==> config.mk <==
export PLATFORM = sky130hd
export DESIGN_NAME = updown_mod_counter
export DESIGN_NICKNAME = d
export VERILOG_FILES = /design/src/rtl/updown_mod_counter.sv
export SDC_FILE = /design/constraint.sdc
export NUM_CORES = 1
export LEC_CHECK = 0
export ABC_AREA = 1
export CAP_MARGIN = 20
export CORE_MARGIN = 5
export CORE_UTILIZATION = 25
export DETAILED_ROUTE_END_ITERATION = 7
export MAX_ROUTING_LAYER = met4
export SYNTH_ARGS = -nofsm -noshare
export SYNTH_HDL_FRONTEND = slang
export SYNTH_SLANG_ARGS = --single-unit
export TNS_END_PERCENT = 30
==> constraint.sdc <==
create_clock -name clk -period 1.5 [get_ports clk]
set_input_delay 0.15 -clock clk [delete_from_list [all_inputs] [get_ports clk]]
set_output_delay 0.15 -clock clk [all_outputs]
set_load 0.05 [all_outputs]
==> src/rtl/updown_mod_counter.sv <==
// Up/down modulo-MODULUS counter with synchronous load, wrap/saturate mode
// and a combinational terminal count for chaining into wide or mixed-radix counters.
module updown_mod_counter #(
    parameter int unsigned WIDTH    = 8,
    parameter int unsigned MODULUS  = 256,
    parameter bit          SATURATE = 1'b0
) (
    input  logic             clk,
    input  logic             clr,
    input  logic             en,
    input  logic             up,
    input  logic             load,
    input  logic [WIDTH-1:0] load_val,
    output logic [WIDTH-1:0] count,
    output logic             tc,
    output logic             wrap
);

    localparam logic [WIDTH-1:0] MaxVal    = WIDTH'(MODULUS - 1);
    localparam bit               FullRange = (longint'(MODULUS) == (longint'(1) << WIDTH));

    if (MODULUS < 2 || longint'(MODULUS) > (longint'(1) << WIDTH)) begin : g_bad_params
        $error("updown_mod_counter: MODULUS must satisfy 2 <= MODULUS <= 2**WIDTH");
    end

    logic [WIDTH-1:0] count_q, count_d;
    logic             wrap_q, wrap_d;
    logic [WIDTH-1:0] load_clamped;
    logic             end_step;

    // With a full binary range every load_val is legal, so no clamp logic is built.
    if (FullRange) begin : g_no_clamp
        assign load_clamped = load_val;
    end else begin : g_clamp
        assign load_clamped = (load_val > MaxVal) ? MaxVal : load_val;
    end

    assign end_step = up ? (count_q == MaxVal) : (count_q == '0);

    always_comb begin
        count_d = count_q;
        wrap_d  = 1'b0;
        if (load) begin
            count_d = load_clamped;
        end else if (en) begin
            if (end_step) begin
                wrap_d = 1'b1;
                if (!SATURATE) begin
                    count_d = up ? '0 : MaxVal;
                end
            end else begin
                count_d = up ? count_q + 1'b1 : count_q - 1'b1;
            end
        end
    end

    always_ff @(posedge clk or posedge clr) begin
        if (clr) begin
            count_q <= '0;
            wrap_q  <= 1'b0;
        end else begin
            count_q <= count_d;
            wrap_q  <= wrap_d;
        end
    end

    assign count = count_q;
    assign wrap  = wrap_q;
    // Gated by clr so a reset counter held with en=1, up=0 does not fire the next stage.
    assign tc    = ~clr & en & ~load & end_step;

endmodule
After elaboration in Yosys (flattened, before gate mapping). Index checks and enable logic that the tools add are counted.

Add/sub/neg operators: 2. Equal/unequal tests: 1. Muxes and demuxes: 9. Bitwise logic cells: 5. Reductions and logical operators: 2.

Operators with widths (count): two-way mux 8 bit (5); adder 8 x 1 -> 8 bit (second input constant) (1); equality test 8 bit (second input constant) (1); zero test 8 bit (1); subtractor 8 x 1 -> 8 bit (second input constant) (1); two-way mux 1 bit (4); bitwise AND 1 bit (3); NOT 1 bit (2); nonzero test 2 bit (1).

Register bits: 9. Output and inout port bits: 10. Logic and storage cells: 21.

Longest topological paths before layout. Gate-level depths: netlist of the first run.

Word-level depth: 5. Gate-level depth with buffers: 11. Gate-level depth less buffers: 11.

Worst setup path before layout of the first run. Ideal clock, no wire load.

Path kind: reg2out. Start point: register count_q[0], in the netlist count[0]. End point: output tc. Arrival: 2624 ps. Data required time: 1350 ps. Path slack: -1274 ps. Stages on the path, launching flop included: 7. Path through: dfrtp_1 -> nand2_1 -> nor2_2 -> nand2_2 -> nor2_2 -> nor2_2 -> nor4_1.

Cells in the longest elaborated chain, start to end: 3. Elaborated cells on any way between the ends: 4. Those cells by class: eq/ne (1); mux (1); bitwise (1); reduce/logical (1).

RTL lines: start, declared (line 26) `logic [WIDTH-1:0] count_q, count_d;`; start signal, assigned (line 62) `count_q <= count_d;`; equality test 8 bit or zero test 8 bit (tied branches) (line 38) `assign end_step = up ? (count_q == MaxVal) : (count_q == '0);`; two-way mux 1 bit * (line 38); bitwise AND 1 bit * (line 70) `assign tc = ~clr & en & ~load & end_step;`; end, declared (line 15) `output logic tc,`.

Every way passes the cells marked *; elsewhere a longest branch is shown, timed or not.

Final worst setup path of the first run.
Start point: register count_q[5], in the netlist count[5]. End point: output tc.

Same word-level chain as after synthesis.

==> results_dict.tcl, run 1 <==
set metrics [dict create \
    drc 0 \
    drv.max_cap_violation_count 0 \
    synth_sequential_area_ratio_pct 27.5 \
    seq_power_share_pct 20.4 \
    grt_antenna_before_repair 0 \
    placedInstanceArea_um2 1280 \
    cts.sink_count 9 \
    startpoint_type "flip-flop" \
    synth.lib_cells_used.distinct 21 \
    slowest_stage "sky130_fd_sc_hd__dfrtp_2" \
    internal-power_mw 0.963 \
    avgRoutedWirePerCell_um 11.7 \
    crit_path_max_fanout 4 \
    drive_gt1_share_pct 47.3 \
    critical-path-max-stage-delay_ps 430 \
    initial_utilization_pct 26.4 \
    timing.critical_path.arrival_ps 1550 \
    first_iter_violations 47 \
    rows 20 \
    synth.mux.area_fraction_pct 0 \
    reg2reg_path_depth 12 \
    synth_seq_cells 9 \
    critical-path-top-cell-by-count "sky130_fd_sc_hd__nor2_2" \
    regToRegSetupSlack_ps -90 \
    rsz0062_at_grt "true" \
    grtUsageTotal_pct 14.9 \
    cts-root-to-sink-buffers 2 \
    p_clk_share_pct 11.3 \
    power-per-cell-area_nw_per_um2 1100 \
    synth_compound_area_share_pct 6.41 \
    cp_capture_type "output pin" \
    maximum_number_of_pins_on_one_net_before_global_route_repair 10 \
    avgViaCountPerCell 4.41 \
    insertion_delay_ps 260 \
    status "finished with violations" \
    synthesized_area_fraction_occupied_by_and_or_nand_nor_cells_pct 46.0 \
    r2r-start "count[4]" \
    power_switching_mw 0.772 \
    max_slew_margin_pct 75.6 \
    violations "negative setup slack" \
    synth.cell_area_um2 820 \
    worstPathCellList "nor2_2 -> nand3_2 -> nor2_4 -> nor2_2 -> nor4_4 -> buf_12" \
    drv_slew 0 \
    cts.clk_slew.worst_paths_ps 70 \
    tritoncts.num_buffers 3 \
    netSwitchingFraction_pct 44.5 \
    drt_wl_total_um 2720 \
    layout.nets 209 \
    max_freq_ghz 0.588 \
    static-leakage-power_nw 0.756 \
    worst_pin_slew_ps 365 \
    avgSynthCellArea_um2 6.40 \
    finalWorstPathRequiredPeriod_ps 1700 \
    worst-endpoint-required_ps 1350 \
    synth_fp_nets 148 \
    report.final.hold_viol_count 0 \
    synthesis.instances 128 \
    yosys_warnings 0 \
    final.setup.worst_slack_ps -200 \
    port_buffers 22 \
    n_antenna_cell 0 \
    setup_viol 8 \
    io_pins 23 \
    post_synth_xor_area_fraction_pct 2.14 \
    power_frac_comb_pct 68.3 \
    timing.final.crit_share_pct 113 \
    overflow 0 \
    cts.root.buffer_cell "sky130_fd_sc_hd__clkbuf_4" \
    ctsHtreeMaxLevel 1 \
    cts_tree "done" \
    synth_adder_area_share_pct 11.6 \
    die_outline_area_um2 4520 \
    setup_skew_ps 0.772 \
    gp_congestion 0.825 \
    fp.dieH_um 67.3 \
    postRouteAntennaNets 0 \
    total_power_mw 1.74 \
    die_width_um 67.3 \
    vdd_drop_max_mv 0.348 \
    worst_r2r_endpoint "count[6]" \
    post_cts_hold_buffer_count 0 \
    min_path_type "in -> async" \
    synth_top_family_by_area "simple AND/OR/NAND/NOR gates" \
    stdcell_area_um2 1580 \
    dp_hpwl_um 2060 \
    critical_path_class "reg -> out" \
    first_global_vias 1120 \
    areaGrowthSynthToFinish_pct 92.2 \
    first_pass_grt_wire_length_um 5010 \
    drt_pass1_iterations 4 \
    routed-via-count 1022 \
    core-area_um2 3100 \
]
how the worst max path moves through the flow:
stage / to / start / depth (start not counted)
finish: tc / count[5] / 6
global route: tc / count[6] / 6
CTS: tc / count[0] / 7
detailed placement: count[6] / up / 11
global placement: count[6] / up / 11
floorplan: tc / count[0] / 6
layout by cell type, fill, tap and decap left out, types with 2 or more instances in the layout:
cell | synthesis | layout
sky130_fd_sc_hd__nand2_1 | 44 | 38
sky130_fd_sc_hd__buf_4 | 0 | 34
sky130_fd_sc_hd__nor2_1 | 19 | 16
sky130_fd_sc_hd__inv_1 | 13 | 11
sky130_fd_sc_hd__clkdlybuf4s50_1 | 0 | 11
sky130_fd_sc_hd__dfrtp_2 | 0 | 8
sky130_fd_sc_hd__nand2_2 | 1 | 7
sky130_fd_sc_hd__buf_6 | 0 | 7
sky130_fd_sc_hd__nor2_2 | 6 | 6
sky130_fd_sc_hd__nand3_1 | 9 | 5
sky130_fd_sc_hd__ha_4 | 0 | 5
sky130_fd_sc_hd__nand3_2 | 0 | 4
sky130_fd_sc_hd__nor2_4 | 0 | 3
sky130_fd_sc_hd__inv_2 | 1 | 3
sky130_fd_sc_hd__o22ai_1 | 3 | 3
sky130_fd_sc_hd__a31oi_1 | 3 | 3
sky130_fd_sc_hd__clkbuf_4 | 0 | 3
sky130_fd_sc_hd__buf_12 | 0 | 3
sky130_fd_sc_hd__nand3b_1 | 2 | 2
per-stage QoR:
step | setup TNS, ps | hold WS (ps) | utilization (%) | std cells | setup WS, ps
CTS | -586 | 265 | 49.4 | 231 | -210
detailed placement | -3050 | 542 | 41.3 | 214 | -507
finish | -563 | 241 | 50.8 | 232 | -200
global placement | -2780 | 531 | 41.3 | 214 | -462
global route | -1560 | 302 | 50.8 | 232 | -313
floorplan | -510 | -22.6 | - | 128 | -311
layer usage:
| layer | global-route usage (%) | vias up | share of wire [%] |
|---|---|---|---|
| met2 | 25.0 | 15 | 50 |
| met3 | 0.499 | 2 | 2.3 |
| met1 | 19.0 | 474 | 47 |
| met4 | 5.32 | 0 | 0.92 |
| met5 | - | - | 0 |
| li1 | - | 531 | - |
synthesized netlist by cell type:
cell | count | area, um^2
sky130_fd_sc_hd__nand2_1 | 44 | 165
sky130_fd_sc_hd__nor2_1 | 19 | 71.3
sky130_fd_sc_hd__inv_1 | 13 | 48.8
sky130_fd_sc_hd__dfrtp_1 | 9 | 225
sky130_fd_sc_hd__nand3_1 | 9 | 45.0
sky130_fd_sc_hd__ha_1 | 6 | 75.1
sky130_fd_sc_hd__nor2_2 | 6 | 37.5
sky130_fd_sc_hd__a31oi_1 | 3 | 18.8
sky130_fd_sc_hd__o22ai_1 | 3 | 18.8
sky130_fd_sc_hd__a21oi_1 | 2 | 10.0
sky130_fd_sc_hd__nand3b_1 | 2 | 15.0
sky130_fd_sc_hd__or2_1 | 2 | 12.5
sky130_fd_sc_hd__xnor2_1 | 2 | 17.5
sky130_fd_sc_hd__fa_1 | 1 | 20.0
sky130_fd_sc_hd__inv_2 | 1 | 3.75
sky130_fd_sc_hd__nand2_2 | 1 | 6.26
sky130_fd_sc_hd__nand4_1 | 1 | 6.26
sky130_fd_sc_hd__nor3_1 | 1 | 5.00
sky130_fd_sc_hd__nor4_1 | 1 | 6.26
sky130_fd_sc_hd__o21ai_1 | 1 | 5.00
sky130_fd_sc_hd__or2_2 | 1 | 6.26
power groups by stage:
stage                     sequential (mW)  combinational, mW  clock, mW
after global placement              0.369              0.899          0
after detailed placement            0.373              0.909          0
final                               0.355               1.18      0.196
after floorplan                     0.518              0.399          0
after global routing                0.364               1.32      0.213
after CTS                           0.353               1.12      0.201
flip-flops by register name, indices dropped and copies added, names as in the netlist:
name and flops:
wrap 1, count 8
area by class of cell:
| class | count | area [um^2] |
|---|---|---|
| clock buffers | 4 | 26.3 |
| fillers | 308 | 1530 |
| inverters | 14 | 52.6 |
| multi-input cells | 105 | 693 |
| flip-flops and latches | 9 | 235 |
| well taps | 44 | 55.1 |
| repair buffers | 56 | 513 |
worst max-delay path, delay by kind of cell (launching register included):
family	cells	cell delay [ps]
AND/OR/NAND/NOR	5	670
buffers and inverters	1	180
flip-flops	1	430
cell families (layout without fill, tap and decap cells):
group,Yosys count,in the layout
fa+ha+maj,7,7
compound gates,9,9
xor+xnor,2,2
flops,9,9
buf+inv,14,74
simple gates,87,87
repair_timing:
action,CTS,global route
buffers inserted,13,1
pin swaps,12,2
resized for setup,26,8
endpoints found under the setup margin,7,9
(Power assumes the default switching activity.)
==> inputs of run 2 (changes only) <==
--- a/config.mk
+++ b/config.mk
@@ -7,6 +7,7 @@
 export LEC_CHECK = 0
 export ABC_AREA = 1
 export CAP_MARGIN = 20
+export CORE_ASPECT_RATIO = 0.75
 export CORE_MARGIN = 5
 export CORE_UTILIZATION = 25
 export DETAILED_ROUTE_END_ITERATION = 7
@@ -14,4 +15,3 @@
 export SYNTH_ARGS = -nofsm -noshare
 export SYNTH_HDL_FRONTEND = slang
 export SYNTH_SLANG_ARGS = --single-unit
-export TNS_END_PERCENT = 30
==> results_dict.tcl, run 2 (synthesis gave the netlist of run 1 again) <==
set metrics [dict create \
    overflow 0 \
    avgRoutedWirePerCell_um 12.1 \
    final.setup.worst_slack_ps -81.0 \
    multi_input_comb_area_um2 659 \
    most_common_library_cell_in_the_layout_ignoring_fill_and_taps "sky130_fd_sc_hd__nand2_1" \
    n_antenna_cell 0 \
    routed-via-count 995 \
    first_pass_grt_wire_length_um 4350 \
    reg2reg_path_depth 9 \
    drv_slew 0 \
    finalWorstPathRequiredPeriod_ps 1580 \
    first_global_vias 1001 \
    ctsHtreeMaxLevel 1 \
    regToRegSetupSlack_ps -10 \
    io_pins 23 \
    postRouteAntennaNets 0 \
    drt_pass1_iterations 4 \
    static-leakage-power_nw 0.703 \
    insertion_delay_ps 230 \
    drc 0 \
    worstPathCellList "nor2_1 -> nand3_1 -> nor2_2 -> nor2_2 -> nor4_4 -> buf_12" \
    power-per-cell-area_nw_per_um2 1180 \
    maximum_number_of_pins_on_one_net_before_global_route_repair 10 \
    layout.nets 197 \
    final-seq-area_um2 235 \
    cts.root.buffer_cell "sky130_fd_sc_hd__clkbuf_8" \
    critical-path-max-stage-delay_ps 440 \
    startpoint_type "flip-flop" \
    cts.clk_slew.worst_paths_ps 50 \
    largest_reg_flops 8 \
    port_buffers 22 \
    worst_pin_slew_ps 367 \
    critical-path-top-cell-by-count "sky130_fd_sc_hd__nor2_2" \
    report.final.hold_viol_count 0 \
    fill_cells 325 \
    critical_path_class "reg -> out" \
    min_path_type "in -> async" \
    status "finished with violations" \
    total_power_mw 1.71 \
    timing.final.crit_share_pct 105 \
    worstPathBufferInverterCount 1 \
    violations "negative setup slack" \
    timing.critical_path.arrival_ps 1430 \
    core-area_um2 3220 \
    first_iter_violations 28 \
    max_slew_margin_pct 75.5 \
    die_outline_area_um2 4540 \
    max_freq_ghz 0.633 \
    place_inst 210 \
    worst-endpoint-required_ps 1350 \
    areaGrowthSynthToFinish_pct 76.3 \
    final_cells 216 \
    setup_viol 4 \
    dp_hpwl_um 2150 \
    rows 18 \
    drt_wl_total_um 2610 \
    slowest_stage "sky130_fd_sc_hd__dfrtp_2" \
    fp.dieH_um 59.6 \
    worst_r2r_endpoint "count[4]" \
    most_frequent_cells_in_the_layout "sky130_fd_sc_hd__nand2_1 (38), sky130_fd_sc_hd__buf_4 (28), sky130_fd_sc_hd__nor2_1 (16), sky130_fd_sc_hd__inv_1 (12), sky130_fd_sc_hd__clkdlybuf4s50_1 (11)" \
    drv.max_cap_violation_count 0 \
    cp_capture_type "output pin" \
    grtUsageTotal_pct 12.4 \
    gp_congestion 0.749 \
    setup_skew_ps 1.96 \
    avgViaCountPerCell 4.61 \
    cts_tree "done" \
    crit_path_max_fanout 4 \
    vdd_drop_max_mv 0.535 \
    tritoncts.num_buffers 3 \
    post_cts_hold_buffer_count 0 \
    die_width_um 76.1 \
    grt_antenna_before_repair 0 \
    drive_gt1_share_pct 41.5 \
    initial_utilization_pct 25.4 \
    rsz0062_at_grt "true" \
    cts.sink_count 9 \
    r2r-start "count[0]" \
    worst_path_top_cell_family_by_delay "simple AND/OR/NAND/NOR gates" \
    cts-root-to-sink-buffers 2 \
]
## run 2: area by class of cell
| type | count | share of cell area [%] |
|---|---|---|
| multi-input cells | 105 | 45.6 |
| repair buffers | 44 | 27.7 |
| flip-flops and latches | 9 | 16.3 |
| inverters | 14 | 3.81 |
| well taps | 40 | 3.46 |
| clock buffers | 4 | 3.12 |
## run 2: stage by stage
step / setup WS [ps] / setup TNS (ps) / util [%] / cell area, um^2 / hold WS (ps)
final: -81.0 / -98.6 / 44.9 / 1450 / 287
after global routing: -174 / -733 / 44.9 / 1450 / 373
after floorplan: -311 / -499 / - / 857 / -22.6
after detailed placement: -501 / -3190 / 40.1 / 1290 / 518
after global placement: -452 / -2760 / 40.1 / 1290 / 513
after CTS: -92.1 / -202 / 42.6 / 1370 / 310
## run 2: per-layer routing
layer	track usage, %	wire length, um	vias to the layer above
met5	-	0	-
met3	4.56	126	2
met1	15.3	1230	460
li1	-	-	507
met4	1.75	7	0
met2	20.0	1250	26
## run 2: repair_timing
item	CTS	global route
gates cloned	0	0
resized for setup	9	15
buffers inserted	2	0
pin swaps	2	8
endpoints found under the setup margin	7	7
hold endpoints to repair	0	0
## run 2: worst max path at each step
stage / startpoint / endpoint / cells after the start
finish: count[6] / tc / 6
global route: count[0] / tc / 6
CTS: count[6] / tc / 6
detailed placement: up / count[6] / 11
global placement: up / count[6] / 11
floorplan: count[0] / tc / 6
## run 2: power by group
part / internal (mW) / switching (mW) / total (mW) / leakage, nW
Combinational: 0.480 / 0.574 / 1.05 / 0.582
Clock: 0.185 / 0.0977 / 0.283 / 0.0228
Sequential: 0.299 / 0.0742 / 0.373 / 0.0987
==> inputs of run 3 (changes only) <==
--- a/config.mk
+++ b/config.mk
@@ -9,9 +9,10 @@
 export CAP_MARGIN = 20
 export CORE_ASPECT_RATIO = 0.75
 export CORE_MARGIN = 5
-export CORE_UTILIZATION = 25
+export CORE_UTILIZATION = 40
 export DETAILED_ROUTE_END_ITERATION = 7
 export MAX_ROUTING_LAYER = met4
+export PLACE_DENSITY = 0.71
 export SYNTH_ARGS = -nofsm -noshare
 export SYNTH_HDL_FRONTEND = slang
 export SYNTH_SLANG_ARGS = --single-unit
==> results_dict.tcl, run 3 (synthesis gave the netlist of run 1 again) <==
set metrics [dict create \
    max_freq_ghz 0.557 \
    insertion_delay_ps 270 \
    drt_pass1_iterations 4 \
    drv_slew 0 \
    drc 0 \
    die_outline_area_um2 3060 \
    worst_pin_slew_ps 392 \
    worstPathCellList "nor2_1 -> nand2_2 -> nor2_4 -> nor2_2 -> nor4_4 -> buf_12" \
    core-area_um2 1980 \
    post_placement_worst_setup_slack_ps -472 \
    rsz0062_at_grt "true" \
    grt_antenna_before_repair 0 \
    regToRegSetupSlack_ps -150 \
    cts-root-to-sink-buffers 2 \
    most_frequent_cells_in_the_layout "sky130_fd_sc_hd__nand2_1 (33), sky130_fd_sc_hd__buf_4 (29), sky130_fd_sc_hd__nor2_1 (16)" \
    status "finished with violations" \
    worstPathBufferInverterCount 1 \
    setup_viol 9 \
    tritoncts.num_buffers 3 \
    drt_wl_total_um 3490 \
    finalWorstPathRequiredPeriod_ps 1790 \
    reg2reg_path_depth 9 \
    io_pins 23 \
    critical_path_class "reg -> out" \
    ctsHtreeMaxLevel 1 \
    fp.dieH_um 49.2 \
    avgViaCountPerCell 5.47 \
    postRouteAntennaNets 0 \
    slowest_stage "sky130_fd_sc_hd__dfrtp_2" \
    initial_utilization_pct 41.4 \
    placedInstanceArea_um2 1260 \
    timing.final.crit_share_pct 120 \
    critical-path-max-stage-delay_ps 430 \
    first_iter_violations 63 \
    n_antenna_cell 0 \
    timing.critical_path.arrival_ps 1640 \
    dp_hpwl_um 1970 \
    first_global_vias 1223 \
    drv.max_cap_violation_count 0 \
    drive_gt1_share_pct 52.9 \
    startpoint_type "flip-flop" \
    grtUsageTotal_pct 21.8 \
    crit_path_max_fanout 4 \
    first_pass_grt_wire_length_um 5330 \
    port_buffers 22 \
    cts.sink_count 9 \
    cts.clk_slew.worst_paths_ps 60 \
    most_common_library_cell_in_the_layout_ignoring_fill_and_taps "sky130_fd_sc_hd__nand2_1" \
    static-leakage-power_nw 0.780 \
    maximum_number_of_pins_on_one_net_before_global_route_repair 10 \
    final_cells 211 \
    final.setup.worst_slack_ps -295 \
    violations "negative setup slack" \
    max_slew_margin_pct 73.8 \
    avgRoutedWirePerCell_um 16.6 \
    largest_reg_flops 8 \
    hold_slack_ps 250 \
    cp_capture_type "output pin" \
    power-per-cell-area_nw_per_um2 1140 \
    areaGrowthSynthToFinish_pct 101 \
    gp_congestion 0.844 \
    rows 14 \
    fill_cells 101 \
    vdd_drop_max_mv 1.09 \
    report.final.hold_viol_count 0 \
    stdcell_area_um2 1650 \
    die_width_um 62.3 \
    total_power_mw 1.89 \
    worst-endpoint-required_ps 1350 \
    setup_skew_ps 0.453 \
    worstSetupPathDepth 6 \
    cts_tree "done" \
    overflow 0 \
    routed-via-count 1154 \
    min_path_type "in -> async" \
    cts.root.buffer_cell "sky130_fd_sc_hd__clkbuf_4" \
    layout.nets 208 \
    place_inst 194 \
    worst_path_top_cell_family_by_delay "simple AND/OR/NAND/NOR gates" \
]
==> run 3: changes by cell type in the layout (fill, tap and decap cells not counted), sizes merged <==
cell	change
buf	+11
clkinvlp	+1
inv	-1
==> run 3: final timing paths <==
kind / start / endpoint
worst max-delay path: count[0] / tc
worst min-delay path: clr / count[0]
worst max register to register: count[2] / count[7]
worst min register to register: count[3] / count[3]
max in group asynchronous: clr / count[4]
min in group clk: load_val[0] / count[0]
==> run 3: through the flow <==
step | setup TNS (ps) | utilization [%]
2_1_floorplan | -499 | -
3_3_place_gp | -2700 | 63.5
3_5_place_dp | -3080 | 63.5
4_1_cts | -471 | 79.1
5_1_grt | -1820 | 83.3
6_report | -1140 | 83.3
==> run 3: final cells by class <==
class / count / area [um^2] / area share, %
Clock buffer: 4 / 26.3 / 1.59
Multi-Input combinational cell: 105 / 781 / 47.3
Sequential cell: 9 / 235 / 14.3
Inverter: 14 / 56.3 / 3.41
Timing Repair Buffer: 55 / 520 / 31.6
Tap cell: 24 / 30.0 / 1.82
==> run 3: where the power goes <==
group          switching [mW]  internal, mW
clock                  0.0964         0.103
sequential             0.0565         0.298
combinational           0.721         0.613
total                   0.873          1.01
==> run 3: worst reg2reg max path: cells and delay by family (launching register included) <==
family,cells,cell delay (ps)
AND/OR/NAND/NOR,7,750
flip-flops,1,420
adder cells (fa/ha/maj),1,220
buffers and inverters,1,160
==> run 3: routing by layer <==
layer	vias up	wire [um]	track usage [%]
met5	-	0	-
met4	0	36	5.30
met3	7	265	5.99
met2	63	1810	40.9
met1	552	1380	22.5
li1	532	-	-
==> run 3: repair_timing <==
action / in CTS / in global routing
setup buffers: 18 / 2
gates resized for setup: 36 / 19
endpoints found under the setup margin: 7 / 9
hold buffers: 0 / 0
pin swaps: 18 / 12
